$ cat config.mk
export PLATFORM = sky130hd
export DESIGN_NAME = buf_stream_ctrl
export DESIGN_NICKNAME = d
export VERILOG_FILES = /design/src/rtl/buf_stream_ctrl.sv
export SDC_FILE = /design/constraint.sdc
export NUM_CORES = 1
export LEC_CHECK = 0
export BUFFER_PORTS_ARGS = -buffer_cell sky130_fd_sc_hd__buf_2
export CAP_MARGIN = 20
export CORE_MARGIN = 5
export CORE_UTILIZATION = 44
export DETAILED_ROUTE_END_ITERATION = 10
export PLACE_DENSITY = 0.69
export SLEW_MARGIN = 20
export SYNTH_ARGS = -nofsm -noshare
export SYNTH_HDL_FRONTEND = slang
export SYNTH_SLANG_ARGS = --single-unit
$ cat constraint.sdc
create_clock -name clk -period 2.7 [get_ports clk]
set_input_delay 0.27 -clock clk [delete_from_list [all_inputs] [get_ports clk]]
set_output_delay 0.27 -clock clk [all_outputs]
set_load 0.02 [all_outputs]
$ cat src/rtl/buf_stream_ctrl.sv
// ---------------------------------------------------------------------------
// buf_stream_ctrl
//
// Streaming access controller for a single-port on-chip buffer with a
// 1-cycle registered read. One job either loads a valid/ready input stream
// into a contiguous address range (LOAD) or drains a contiguous range out
// as a valid/ready output stream (DRAIN).
//
// Ports:
//   clk, rst_n                  clock, asynchronous active-low reset
//   i_start/i_dir/i_base_addr/i_len   job request, sampled only in IDLE
//   o_busy, o_done              job status (done is a one-cycle pulse)
//   i_s_valid/o_s_ready/i_s_data      LOAD input stream
//   o_m_valid/i_m_ready/o_m_data      DRAIN output stream
//   o_buf_cen/o_buf_wen/o_buf_addr/o_buf_wdata   buffer port (wen 1 = write)
//   i_buf_rdata                 buffer read data, valid the cycle after a read
// ---------------------------------------------------------------------------
module buf_stream_ctrl #(
    parameter int ADDR_WIDTH = 16,
    parameter int DATA_WIDTH = 16
) (
    input  logic                  clk,
    input  logic                  rst_n,
    input  logic                  i_start,
    input  logic                  i_dir,
    input  logic [ADDR_WIDTH-1:0] i_base_addr,
    input  logic [ADDR_WIDTH-1:0] i_len,
    output logic                  o_busy,
    output logic                  o_done,
    input  logic                  i_s_valid,
    output logic                  o_s_ready,
    input  logic [DATA_WIDTH-1:0] i_s_data,
    output logic                  o_m_valid,
    input  logic                  i_m_ready,
    output logic [DATA_WIDTH-1:0] o_m_data,
    output logic                  o_buf_cen,
    output logic                  o_buf_wen,
    output logic [ADDR_WIDTH-1:0] o_buf_addr,
    output logic [DATA_WIDTH-1:0] o_buf_wdata,
    input  logic [DATA_WIDTH-1:0] i_buf_rdata
);

    typedef enum logic [1:0] {
        ST_IDLE  = 2'd0,
        ST_LOAD  = 2'd1,
        ST_DRAIN = 2'd2,
        ST_DONE  = 2'd3
    } state_t;

    localparam logic [ADDR_WIDTH-1:0] ONE_A = ADDR_WIDTH'(1);

    state_t                r_state;
    state_t                w_state_next;

    logic [ADDR_WIDTH-1:0] r_addr;        // next buffer address to access
    logic [ADDR_WIDTH-1:0] r_remain;      // accesses (writes or reads) still to issue
    logic [ADDR_WIDTH-1:0] r_out_remain;  // DRAIN words still to hand out
    logic [ADDR_WIDTH-1:0] r_addr_hold;   // buf_addr shown while idle
    logic [DATA_WIDTH-1:0] r_wdata_hold;  // buf_wdata shown while idle
    logic                  r_busy;
    logic                  r_inflight;    // a read was issued last cycle

    // 2-entry output FIFO for DRAIN
    logic [DATA_WIDTH-1:0] r_fifo [2];
    logic                  r_wr_ptr;
    logic                  r_rd_ptr;
    logic [1:0]            r_count;

    logic                  w_accept;
    logic                  w_write;
    logic                  w_read;
    logic                  w_access;
    logic                  w_pop;
    logic [2:0]            w_occupancy;

    assign o_m_valid   = (r_count != 2'd0);
    assign o_m_data    = r_fifo[r_rd_ptr];
    assign w_pop       = o_m_valid & i_m_ready;
    // FIFO words plus the word still coming back from the buffer
    assign w_occupancy = {1'b0, r_count} + {2'b00, r_inflight};

    assign w_access    = w_write | w_read;
    assign o_buf_cen   = w_access;
    assign o_buf_wen   = w_write;
    assign o_buf_addr  = w_access ? r_addr : r_addr_hold;
    assign o_buf_wdata = w_write ? i_s_data : r_wdata_hold;
    assign o_busy      = r_busy;

    always_ff @(posedge clk or negedge rst_n) begin
        if (!rst_n) begin
            r_state <= ST_IDLE;
        end else begin
            r_state <= w_state_next;
        end
    end

    always_comb begin
        w_state_next = r_state;
        w_accept     = 1'b0;
        w_write      = 1'b0;
        w_read       = 1'b0;
        o_s_ready    = 1'b0;
        o_done       = 1'b0;
        case (r_state)
            ST_IDLE: begin
                if (i_start) begin
                    w_accept = 1'b1;
                    if (i_len == '0) begin
                        w_state_next = ST_DONE;
                    end else begin
                        w_state_next = i_dir ? ST_DRAIN : ST_LOAD;
                    end
                end
            end
            ST_LOAD: begin
                o_s_ready = 1'b1;
                w_write   = i_s_valid;
                if (i_s_valid && (r_remain == ONE_A)) begin
                    w_state_next = ST_DONE;
                end
            end
            ST_DRAIN: begin
                // A slot freed by this cycle's pop may be reused immediately,
                // which keeps one word per cycle flowing with m_ready high.
                w_read = (r_remain != '0) &&
                         (w_occupancy < (3'd2 + {2'b00, w_pop}));
                if (w_pop && (r_out_remain == ONE_A)) begin
                    w_state_next = ST_DONE;
                end
            end
            ST_DONE: begin
                o_done       = 1'b1;
                w_state_next = ST_IDLE;
            end
            default: begin
                w_state_next = ST_IDLE;
            end
        endcase
    end

    always_ff @(posedge clk or negedge rst_n) begin
        if (!rst_n) begin
            r_addr       <= '0;
            r_remain     <= '0;
            r_out_remain <= '0;
            r_addr_hold  <= '0;
            r_wdata_hold <= '0;
            r_busy       <= 1'b0;
            r_inflight   <= 1'b0;
            r_fifo[0]    <= '0;
            r_fifo[1]    <= '0;
            r_wr_ptr     <= 1'b0;
            r_rd_ptr     <= 1'b0;
            r_count      <= 2'd0;
        end else begin
            if (w_accept) begin
                r_addr       <= i_base_addr;
                r_remain     <= i_len;
                r_out_remain <= i_len;
                r_busy       <= (i_len != '0);
            end else begin
                if (w_access) begin
                    r_addr      <= r_addr + ONE_A;
                    r_remain    <= r_remain - ONE_A;
                    r_addr_hold <= r_addr;
                end
                if (w_pop) begin
                    r_out_remain <= r_out_remain - ONE_A;
                end
                if (r_state == ST_DONE) begin
                    r_busy <= 1'b0;
                end
            end

            if (w_write) begin
                r_wdata_hold <= i_s_data;
            end

            r_inflight <= w_read;

            if (r_inflight) begin
                r_fifo[r_wr_ptr] <= i_buf_rdata;
                r_wr_ptr         <= ~r_wr_ptr;
            end
            if (w_pop) begin
                r_rd_ptr <= ~r_rd_ptr;
            end
            r_count <= r_count + {1'b0, r_inflight} - {1'b0, w_pop};
        end
    end

endmodule

==> Word-level counts from Yosys, hierarchy flattened <==
Index checks and enable logic that the tools add are counted.
{ "op_classes": {"n_lt_le_gt_ge": 4, "n_mux": 28, "n_reduce_logical": 13, "n_eq_ne": 8, "n_bitwise": 6, "add_sub_neg": 7} }
{ "ops": {"columns": ["cell", "count"], "rows": [
  ["$mux 16", 12],
  ["$bwmux 32", 1],
  ["$eq 16x1->1 const B", 2],
  ["$reduce_bool 16->1", 2],
  ["$sub 16x1->16 const B", 2],
  ["$add 16x1->16 const B", 1],
  ["$demux 16 s1", 1],
  ["$logic_not 16->1", 1],
  ["$mux 2", 5],
  ["$mux 1", 8],
  ["$pmux 2 s4", 1],
  ["$reduce_bool 2->1", 4],
  ["$ne 2x2->1 const B", 3],
  ["$eq 2x2->1 const B", 2],
  ["$ge 2x2->1 const B", 2],
  ["$logic_and 1x1->1", 4],
  ["$not 1->2", 2],
  ["$add 2x1->3", 1],
  ["$add 2x1->3 const A", 1],
  ["$lt 3x3->1", 1],
  ["$reduce_and 3->1", 1],
  ["$add 2x1->2", 1],
  ["$eq 2x1->1 const B", 1],
  ["$logic_not 2->1", 1],
  ["other kinds (5)", 6]
]} }
{ "totals": {"regBits": 120, "out_inout_bits": 54, "input_bits": 70, "elab_cells": 79} }

==> Depth between registers and ports, before layout <==
Gate-level depths: netlist of run 1.
{ "depth": {"ltp_word": 9, "ltp_mapped": 11, "ltp_nobuf": 10} }

==> Worst setup path after synthesis of run 1 <==
Ideal clock, no wire load.
{ "synth_timing": {"path_kind": "reg-to-output", "startpoint": "register r_remain[2]", "endpoint": "output port o_buf_addr[10]", "t_required_ns": 2.430, "path_slack_ns": 0.016, "path_buffers": 1, "path_stages_with_launch": 10, "t_arrival_ns": 2.414, "cell_sequence": "dfrtp_1 -> or4_4 -> or3_4 -> o211ai_2 -> inv_2 -> nor2_4 -> inv_2 -> buf_1 -> nand2_1 -> nand2_1"} }
{ "synth_via": {"elab_chain_cells": 5} }
{ "synth_rtl": {"columns": ["item", "line_no", "source"], "rows": [
  ["start, declared", "56", "logic [ADDR_WIDTH-1:0] r_remain;"],
  ["start signal, assigned", "158", "r_remain <= i_len;"],
  ["start signal, assigned", "164", "r_remain <= r_remain - ONE_A;"],
  ["$reduce_bool 16->1", "125", "w_read = (r_remain != '0) &&"],
  ["$logic_and 1x1->1", "125", null],
  ["$mux 1", "104", "case (r_state)"],
  ["net w_read", "71", "logic w_read;"],
  ["$or 1x1->1", "82", "assign w_access = w_write | w_read;"],
  ["net o_buf_cen", "36", "output logic o_buf_cen,"],
  ["$mux 16", null, null],
  ["end, declared", "38", "output logic [ADDR_WIDTH-1:0] o_buf_addr,"]
]} }
The timed path passes the listed nets, and every way through them passes these cells.

==> Worst setup path after layout of run 1 <==
{ "layout_timing": {"startpoint": "register r_remain[3]", "endpoint": "output port o_buf_addr[7]"} }
{ "layout_via": {"elab_chain_cells": 5} }
{ "layout_rtl": {"columns": ["item", "line_no"], "rows": [
  ["$reduce_bool 16->1", "125"],
  ["$logic_and 1x1->1", "125"],
  ["$mux 1", "104"],
  ["net w_read", "71"],
  ["$or 1x1->1", "82"],
  ["$mux 16", null]
]} }
The timed path passes the listed nets, and every way through them passes these cells.

==> results of run 1 <==
-- flip-flops by register name, summed over array words and instances (netlist names), 2 cells and up --
signal,flops
r_addr,16
r_fifo,32
r_state,2
r_remain,16
r_out_remain,16
r_count,2
r_addr_hold,16
r_wdata_hold,16
-- power by group --
part           switching (mW)  internal (mW)  total, mW
Combinational            2.80           2.39       5.19
Sequential              0.743           2.71       3.45
Clock                   0.777           1.77       2.55
Total                    4.32           6.87       11.2
-- timing repair --
action,CTS,global route
pin swaps,10,20
setup endpoints to repair,17,19
endpoints found under the hold margin,0,0
resized for setup,44,32
gates cloned,2,1
setup buffers,9,3
-- metrics by stage --
| stage | setup slack, ns | hold slack (ns) | cell area, um2 |
|---|---|---|---|
| after CTS | -0.3178 | 0.01452 | 7761 |
| after floorplan | 0.01609 | -0.02559 | 5973 |
| after detailed placement | 0.05447 | 0.4572 | 6855 |
| after global placement | 0.1129 | 0.4432 | 6855 |
| after global routing | -0.3441 | 0.06365 | 7825 |
| final | -0.2562 | -0.01732 | 7825 |
-- cells in the mapped netlist (3+ instances only) --
master,instances,area share [%]
a2111oi_0,7,1.0
a211oi_1,8,1.0
a21oi_1,42,3.5
buf_1,5,0.31
clkbuf_1,19,1.2
dfrtp_1,120,50
ha_1,15,3.1
inv_1,14,0.88
mux2_2,55,10
mux2_4,10,2.5
nand2_1,118,7.4
nand2b_1,3,0.31
nand3_1,7,0.59
nand4_1,4,0.42
nor2_1,32,2.0
nor3_1,10,0.84
nor4_1,8,0.84
o21ai_0,20,1.7
or3_1,4,0.42
or4_1,5,0.63
xnor2_1,35,5.1
xor2_1,13,1.9
-- layout make-up --
class	count	area [um2]
fillers	1130	5470
well taps	176	220.2
clock inverters	9	195.2
multi-input cells	420	2918
repair buffers	152	950.9
repair inverters	1	6.256
inverters	16	67.56
clock buffers	22	464.2
flip-flops and latches	120	3003
-- worst paths after layout --
path / from / end / slack [ns] / cells past startpoint
min in group clk: i_s_data[7] / r_wdata_hold[7] / 0.06 / 3
worst min register to register: r_wdata_hold[5] / r_wdata_hold[5] / 0.46 / 2
worst max-delay path: r_remain[3] / o_buf_addr[7] / -0.26 / 10
max in group asynchronous: rst_n / r_remain[0] / 1.94 / 2
worst max register to register: r_remain[3] / r_addr[10] / 0.11 / 9
worst min-delay path: rst_n / r_remain[8] / -0.02 / 1
-- cells in the final DEF, fill, tap and decap left out, types with 10 or more instances in the layout --
| master | instances |
|---|---|
| ha_1 | 15 |
| buf_4 | 28 |
| dfrtp_1 | 120 |
| clkbuf_16 | 17 |
| o21ai_0 | 17 |
| mux2_2 | 55 |
| xnor2_1 | 35 |
| a21oi_1 | 42 |
| xor2_1 | 13 |
| nor3_1 | 10 |
| inv_1 | 14 |
| nand2_2 | 13 |
| nand2_1 | 97 |
| mux2_4 | 10 |
| buf_6 | 12 |
| buf_2 | 109 |
| nor2_1 | 32 |
-- cell families after synthesis --
group	Yosys count	synth area share, %
AO/OA/AOI/OAI	87	8.504
buffers and inverters	42	2.786
flip-flops	120	50.27
multiplexers	67	13.22
XOR/XNOR	48	7.038
AND/OR/NAND/NOR	203	15.04
adder cells (fa/ha/maj)	15	3.142
-- critical path: cells and delay by family, from the launching register on --
family,cells,cell delay [ns]
AO/OA/AOI/OAI,1,0.20
buffers and inverters,4,0.49
flip-flops,1,0.38
AND/OR/NAND/NOR,5,1.20
-- per-layer routing --
metal,up-vias,track usage [%]
li1,2294,-
met5,-,0
met4,0,9.148
met1,2385,23.66
met2,155,32.72
met3,30,4.624
==> flow_summary.json, run 1 <==
{
  "outcome": "complete, but fails checks",
  "violations": "negative hold slack, negative setup slack",
  "tightest_slew_ns": 0.8915,
  "p_per_area_nw_per_um2": 1430,
  "avgViaCountPerCell": 5.310,
  "grt_antenna_before_repair": 0,
  "slowest_stage": "or4_4",
  "cts_root_buf": "clkbuf_16",
  "met1_length_um": 6368,
  "die_w_um": 126.5,
  "layout.nets": 813,
  "cts_buffers": 17,
  "synth-edff-count": 0,
  "top_layer": "met4",
  "diodes": 0,
  "met2_length_um": 7838,
  "hold_path.class": "primary input to async pin",
  "dr_total_vias": 4864,
  "wire_per_inst_um": 16.90,
  "coreArea_um2": 13300,
  "grt_pass1_wl_um": 24790,
  "initial_core_util_pct": 44.93,
  "cp_max_fo": 8,
  "max_freq_mhz": 338.3,
  "synth-main-ff-cell": "dfrtp_1",
  "path_clk_slew_ns": 0.06,
  "placed_cells": 873,
  "setup_ws_ns": -0.2562,
  "synth_nets": 667,
  "cpPeakStageDelay_ns": 0.53,
  "grt_max_degree": 70,
  "finalClockSkew_ns": 0.01967,
  "ctsHoldBuffers": 0,
  "fin_hold_ws_ns": -0.01732,
  "insertion_delay_ns": 0.42,
  "final_util_pct": 58.86,
  "drt_first_pass_iters": 5,
  "dr_wl_met3_um": 824,
  "critPathKind": "register to output port",
  "cts.sinks": 120,
  "worst_setup_path_end_kind": "output port",
  "startpoint_type": "register",
  "synthArstFlopShare_pct": 100.0,
  "power_leakage_nw": 3.577,
  "grt_usage_pct": 19.48,
  "drt_iter0_markers": 224,
  "vdd_drop_max_v": 0.0007721,
  "tns_ns": -3.850,
  "grt_pass1_vias": 5072,
  "drt-total-wl_um": 15480,
  "required_ns": 2.43,
  "finalNonFillerCells": 916,
  "hpwlAfterDp_um": 10530,
  "setup_viol": 17,
  "rsz0062_at_grt": "true",
  "io_pins": 124,
  "fin_crit_ns": 2.956,
  "grt_remaining_overflow": 0,
  "area_growth_pct": 31.00,
  "post-route-period-util_pct": 109.5,
  "h-tree-depth": 4,
  "io_buffers": 123,
  "cp_data_arrival_time_ns": 2.69,
  "syn_avg_cell_area_um2": 10.26,
  "gp_congestion": 0.8217,
  "drv_cap": 0,
  "synth.distinct_cells": 42,
  "ant_nets": 0,
  "drcViolationCount": 0,
  "synthCells": 582,
  "cp_cell_sequence": "or4_4 -> or3_4 -> o211ai_4 -> inv_2 -> nor2_4 -> buf_6 -> buf_12 -> nand2_2 -> nand2_2 -> buf_6",
  "synthesis.area_um2": 5973,
  "ys_warn_count": 0,
  "cts_tree": "done",
  "report.final.slew_viol_count": 0,
  "cts_buffer_depth": 2,
  "finalPower_mw": 11.19,
  "layout-drive-gt1-share_pct": 37.57,
  "ys_seq_area_share_pct": 50.27,
  "die_y_um": 126.5,
  "max_slew_margin_pct": 40.56,
  "synth-seq-cells": 120,
  "die_area_um2": 16010,
  "finalHoldViolations": 25,
  "std_cell_rows": 42
}
No activity file was read; power rests on OpenSTA's default activity.
==> inputs of run 2 (changes only) <==
- CELL_PAD_IN_SITES_DETAIL_PLACEMENT: unset -> 0
- CELL_PAD_IN_SITES_GLOBAL_PLACEMENT: unset -> 1
- CORE_UTILIZATION: 44 -> 38
- PLACE_DENSITY: 0.69 -> unset
- PLACE_DENSITY_LB_ADDON: unset -> 0.1
==> run 2 against run 1 <==
Against the previous run:
- the flow finishes with violations (negative setup slack)
- via count shrank 3.3%
- critical path depth stayed put
- register-to-register slack better by 0.05 ns
- sequential share of layout area is 0.27 points higher
- clock-buffer cell count shrank 5
- cell count up 3.8%
- global-route usage decreased by 2.7 points
- routed wire length shrank 3.5%
- die area rose by 14%
- worst hold slack improved by 0.069 ns
- critical path type unchanged
- critical endpoint is now o_buf_addr[6]
==> flow_summary.json, run 2 (same netlist as run 1, synthesis figures left out) <==
{
  "vdd_drop_max_v": 0.0005070,
  "max_slew_margin_pct": 48.48,
  "p_per_area_nw_per_um2": 1388,
  "post-route-period-util_pct": 108.2,
  "required_ns": 2.43,
  "design_area_um2": 7771,
  "die_w_um": 135.4,
  "met3_usage_pct": 5.201,
  "reg2regPathDepth": 10,
  "hold_path_end": "r_addr[11]",
  "cts_root_buf": "clkbuf_16",
  "tightest_slew_ns": 0.7728,
  "critPathKind": "register to output port",
  "grt_pass1_vias": 4703,
  "cts.sinks": 120,
  "final_common_cell": "dfrtp_1",
  "diodes": 0,
  "die_area_um2": 18330,
  "largest_reg_flops": 32,
  "wire_per_inst_um": 15.70,
  "hold_path.class": "primary input to register",
  "grtUsageMet1_pct": 22.22,
  "io_pins": 124,
  "grt_antenna_before_repair": 1,
  "drt_iter0_markers": 273,
  "finalClockSkew_ns": 0.006212,
  "fin_crit_ns": 2.921,
  "gp_congestion": 0.7875,
  "rsz0062_at_grt": "true",
  "coreArea_um2": 15310,
  "holdPathStages": 3,
  "use_met2_pct": 26.44,
  "layout.nets": 812,
  "tns_ns": -3.209,
  "top_usage_layer": "met2",
  "cp_data_arrival_time_ns": 2.65,
  "setup_viol": 17,
  "max_flop_register": "r_fifo",
  "r2r-end": "r_addr_hold[4]",
  "initial_core_util_pct": 39.00,
  "ant_nets": 0,
  "grt_max_degree": 68,
  "drt-total-wl_um": 14930,
  "drv_cap": 0,
  "avgViaCountPerCell": 4.947,
  "path_clk_slew_ns": 0.06,
  "max_freq_mhz": 342.4,
  "dpl-instance-area_um2": 6897,
  "drcViolationCount": 0,
  "outcome": "complete, but fails checks",
  "dr_total_vias": 4705,
  "grt_pass1_wl_um": 24320,
  "area_growth_pct": 30.10,
  "io_buffers": 123,
  "report.final.slew_viol_count": 0,
  "h-tree-depth": 4,
  "power_leakage_nw": 3.505,
  "violations": "negative setup slack",
  "startpoint_type": "register",
  "placed_cells": 906,
  "finalHoldViolations": 0,
  "hp-start": "i_base_addr[11]",
  "cts_tree": "done",
  "cts_buffers": 17,
  "hpwlAfterDp_um": 10540,
  "final_cell_mix": "dfrtp_1 (120), nand2_1 (109), buf_2 (105)",
  "reg2reg_slack_ns": 0.16,
  "drt_first_pass_iters": 4,
  "std_cell_rows": 45,
  "cts_buffer_depth": 2,
  "finalNonFillerCells": 951,
  "layout-drive-gt1-share_pct": 36.08,
  "cp_max_fo": 7,
  "grt_remaining_overflow": 0,
  "setup_ws_ns": -0.2205,
  "grt_usage_pct": 16.79,
  "worst_setup_path_end_kind": "output port",
  "die_y_um": 135.4,
  "insertion_delay_ns": 0.42,
  "r2r_start": "r_count[0]"
}
[run 2: changes by cell type in the layout (fill, tap and decap cells not counted), moves of 2 or more]
cell        delta
buf_6          +4
bufinv_16      -4
clkinv_4       +2
buf_2          -4
clkbuf_1       -3
clkbuf_8       -2
nand2_4        -6
nand2_1       +12
clkinv_2       -2
clkinvlp_4     +4
buf_4          -3
nand2_2        -6
inv_6          +5
[run 2: repair_timing]
action | in CTS | in global routing
buffers inserted | 10 | 2
cloned | 1 | 0
hold endpoints to repair | 53 | 0
setup endpoints to repair | 17 | 17
resized for setup | 42 | 14
hold buffers | 1 | 0
pin swaps | 7 | 6
[run 2: area by class of cell]
cell class | count | area [um2]
inverter | 16 | 67.56
timing repair buffer | 152 | 998.5
clock inverter | 15 | 167.7
multi-input combinational | 420 | 2845
tap | 211 | 264.0
sequential | 120 | 3003
clock buffer | 17 | 425.4
fill | 1465 | 7543
[run 2: how the worst max path moves through the flow]
stage	to	cells past startpoint	slack, ns	startpoint
final	o_buf_addr[6]	10	-0.22	r_remain[7]
after global routing	o_buf_addr[6]	10	-0.32	r_remain[7]
after CTS	o_buf_addr[9]	10	-0.24	r_remain[7]
after detailed placement	o_buf_addr[6]	9	0.04	r_remain[3]
after global placement	r_addr_hold[0]	8	0.06	r_count[0]
after floorplan	o_buf_addr[10]	9	0.02	r_remain[2]
[run 2: per-stage QoR]
stage	setup WS [ns]	utilization [%]	total power [mW]	hold WS, ns
after global routing	-0.3228	50.74	11.51	0.04961
after CTS	-0.2352	50.50	10.83	0.03637
after global placement	0.05944	45.03	7.863	0.3742
after detailed placement	0.04157	45.03	7.957	0.3726
after floorplan	0.01609	-	6.529	-0.02559
final	-0.2205	50.74	10.79	0.05189
[run 2: metal layers]
| layer | share of wire, % | wire (um) | vias up |
|---|---|---|---|
| li1 | - | - | 2302 |
| met1 | 47 | 7005 | 2281 |
| met2 | 46 | 6894 | 106 |
| met3 | 5.7 | 853 | 14 |
| met4 | 1.1 | 168 | 2 |
| met5 | 0.074 | 11 | - |
[run 2: where the power goes]
part	internal [mW]	switching (mW)	leakage, nW
logic	2.44	2.69	1.82
clock network	1.38	0.896	0.279
registers	2.71	0.681	1.41
[run 2: critical path: stages, from the launching register on]
cell	delay (ns)
dfrtp_1	0.38
or4_4	0.53
or3_4	0.40
o211ai_2	0.21
inv_2	0.08
nor2_4	0.11
buf_12	0.14
buf_12	0.12
nand2_2	0.04
o21ai_1	0.06
buf_4	0.15
==> inputs of run 3 (changes only) <==
- PLACE_DENSITY: unset -> 0.85
- PLACE_DENSITY_LB_ADDON: 0.1 -> unset
- REMOVE_ABC_BUFFERS: unset -> 1
==> run 3 against run 2 <==
Against the previous run:
- the run still ends with negative setup slack left
- final area rose by 0.32%
- clock-buffer cell count stayed put
- sequential share of layout area shrank 0.12 points
- sequential power increased by 1%
- critical path type unchanged
- clock power increased by 3%
- non-clock buffer count is 2 lower
- first-iteration DRC count is 7.0% higher
- worst setup slack worse by 0.065 ns
- critical endpoint is now o_buf_addr[9]
- global-route usage barely moved
- combinational power about the same
- via count grew 1.8%
- highest routed layer is now met4
==> flow_summary.json, run 3 (same netlist as run 1, synthesis figures left out) <==
{
  "drt_iter0_markers": 292,
  "setup_viol": 17,
  "area_growth_pct": 30.52,
  "dr_total_vias": 4792,
  "die_y_um": 135.4,
  "max_freq_mhz": 334.9,
  "max_slew_margin_pct": 43.06,
  "hold_path_end": "r_addr[15]",
  "vdd_drop_max_v": 0.0005657,
  "r2r_start": "r_remain[2]",
  "grt_max_degree": 69,
  "cp_cell_sequence": "or4_4 -> or3_4 -> o211ai_2 -> inv_2 -> nor2_4 -> buf_12 -> buf_12 -> nand2_4 -> o21ai_2 -> buf_6",
  "placed_cells": 905,
  "required_ns": 2.43,
  "drv_cap": 0,
  "insertion_delay_ns": 0.42,
  "final_common_cell": "dfrtp_1",
  "top_layer": "met4",
  "io_buffers": 123,
  "reg2reg_slack_ns": 0.12,
  "ant_nets": 0,
  "worst_setup_path_end_kind": "output port",
  "cts.sinks": 120,
  "met1_length_um": 6410,
  "dpl-instance-area_um2": 6877,
  "grt_usage_pct": 16.78,
  "h-tree-depth": 4,
  "grt_pass1_vias": 4953,
  "slowest_stage": "or4_4",
  "drt-total-wl_um": 14910,
  "cts_buffer_depth": 2,
  "critPathKind": "register to output port",
  "final_cell_mix": "dfrtp_1 (120), buf_2 (105), nand2_1 (102)",
  "coreArea_um2": 15310,
  "critPathLaunch": "r_remain[2]",
  "post-route-period-util_pct": 110.6,
  "power_leakage_nw": 3.513,
  "path_clk_slew_ns": 0.06,
  "met2_length_um": 7419,
  "cpPeakStageDelay_ns": 0.55,
  "setup_ws_ns": -0.2860,
  "grt_pass1_wl_um": 24430,
  "grt_antenna_before_repair": 0,
  "drt_first_pass_iters": 4,
  "r2r-end": "r_addr[9]",
  "hp-start": "i_base_addr[15]",
  "violations": "negative setup slack",
  "max_flop_register": "r_fifo",
  "initial_core_util_pct": 39.00,
  "diodes": 0,
  "die_area_um2": 18330,
  "startpoint_type": "register",
  "gp_congestion": 0.7967,
  "p_per_area_nw_per_um2": 1401,
  "finalHoldViolations": 0,
  "tightest_slew_ns": 0.8541,
  "cts_tree": "done",
  "hpwlAfterDp_um": 10560,
  "path_common_cell": "buf_12",
  "design_area_um2": 7796,
  "filler_cell_count": 1404,
  "rsz0062_at_grt": "true",
  "dr_wl_met3_um": 925,
  "fin_crit_ns": 2.986,
  "cp_data_arrival_time_ns": 2.72,
  "layout-drive-gt1-share_pct": 37.13,
  "avgViaCountPerCell": 5.050,
  "cts_buffers": 17,
  "cts_root_buf": "clkbuf_16",
  "drcViolationCount": 0,
  "largest_reg_flops": 32,
  "holdPathStages": 3,
  "finalClockSkew_ns": 0.01291,
  "hold_path.class": "primary input to register",
  "wire_per_inst_um": 15.71,
  "std_cell_rows": 45,
  "fin_hold_ws_ns": 0.05998,
  "die_w_um": 135.4,
  "grt_remaining_overflow": 0,
  "cp_max_fo": 8,
  "layout.nets": 810,
  "finalNonFillerCells": 949,
  "io_pins": 124,
  "outcome": "complete, but fails checks",
  "reg2regPathDepth": 9,
  "report.final.slew_viol_count": 0
}
## run 3: cell types whose count changed in the layout (fill, tap and decap cells not counted), moves of 2 or more
cell        before  now
clkinv_4         2    8
clkinvlp_4       4    1
inv_6            5    3
nand2_1        109  102
nand2_2          7   14
o21ai_1          3    1
## run 3: what timing repair did
item,4_1_cts,5_1_grt
endpoints found under the setup margin,17,18
cloned,1,0
setup buffers,9,2
endpoints found under the hold margin,22,0
gates resized for setup,28,36
hold buffers,1,0
pin swaps,6,10
## run 3: stage by stage
| stage | worst slack, ns | power [mW] | TNS, ns | utilization (%) |
|---|---|---|---|---|
| after floorplan | -0.7239 | 6.441 | -19.86 | - |
| after global placement | 0.1380 | 7.762 | 0 | 44.90 |
| after detailed placement | 0.07868 | 7.965 | 0 | 44.90 |
| after CTS | -0.2168 | 10.78 | -3.162 | 50.21 |
| after global routing | -0.3578 | 11.63 | -5.569 | 50.91 |
| final | -0.2860 | 10.93 | -4.136 | 50.91 |
## run 3: worst max-delay path: cells and delay by family (launching register included)
kind            cells  cell delay [ns]
flops               1             0.39
compound gates      2             0.28
buf+inv             4             0.49
simple gates        4             1.14
## run 3: routing by layer
| layer | vias to the layer above | GRT usage, % |
|---|---|---|
| li1 | 2288 | - |
| met1 | 2361 | 21.57 |
| met2 | 125 | 28.13 |
| met3 | 18 | 4.866 |
| met4 | 0 | 3.807 |
| met5 | - | 0 |
## run 3: cell type report
type | count | area [um2] | area share, %
flip-flops and latches | 120 | 3003 | 38.52
multi-input cells | 420 | 2879 | 36.93
repair buffers | 150 | 963.4 | 12.36
clock buffers | 17 | 425.4 | 5.457
well taps | 211 | 264.0 | 3.386
clock inverters | 15 | 196.4 | 2.520
inverters | 16 | 65.06 | 0.8345
## run 3: where the power goes
part | internal (mW) | switching [mW]
registers | 2.71 | 0.722
clock network | 1.47 | 0.871
logic | 2.42 | 2.74
total | 6.60 | 4.33
## run 3: worst max-delay path by stage
stage / end
4_1_cts: o_buf_addr[8]
6_report: o_buf_addr[9]
2_1_floorplan: r_addr_hold[0]
3_5_place_dp: r_addr_hold[15]
3_3_place_gp: o_buf_addr[9]
5_1_grt: o_buf_addr[9]
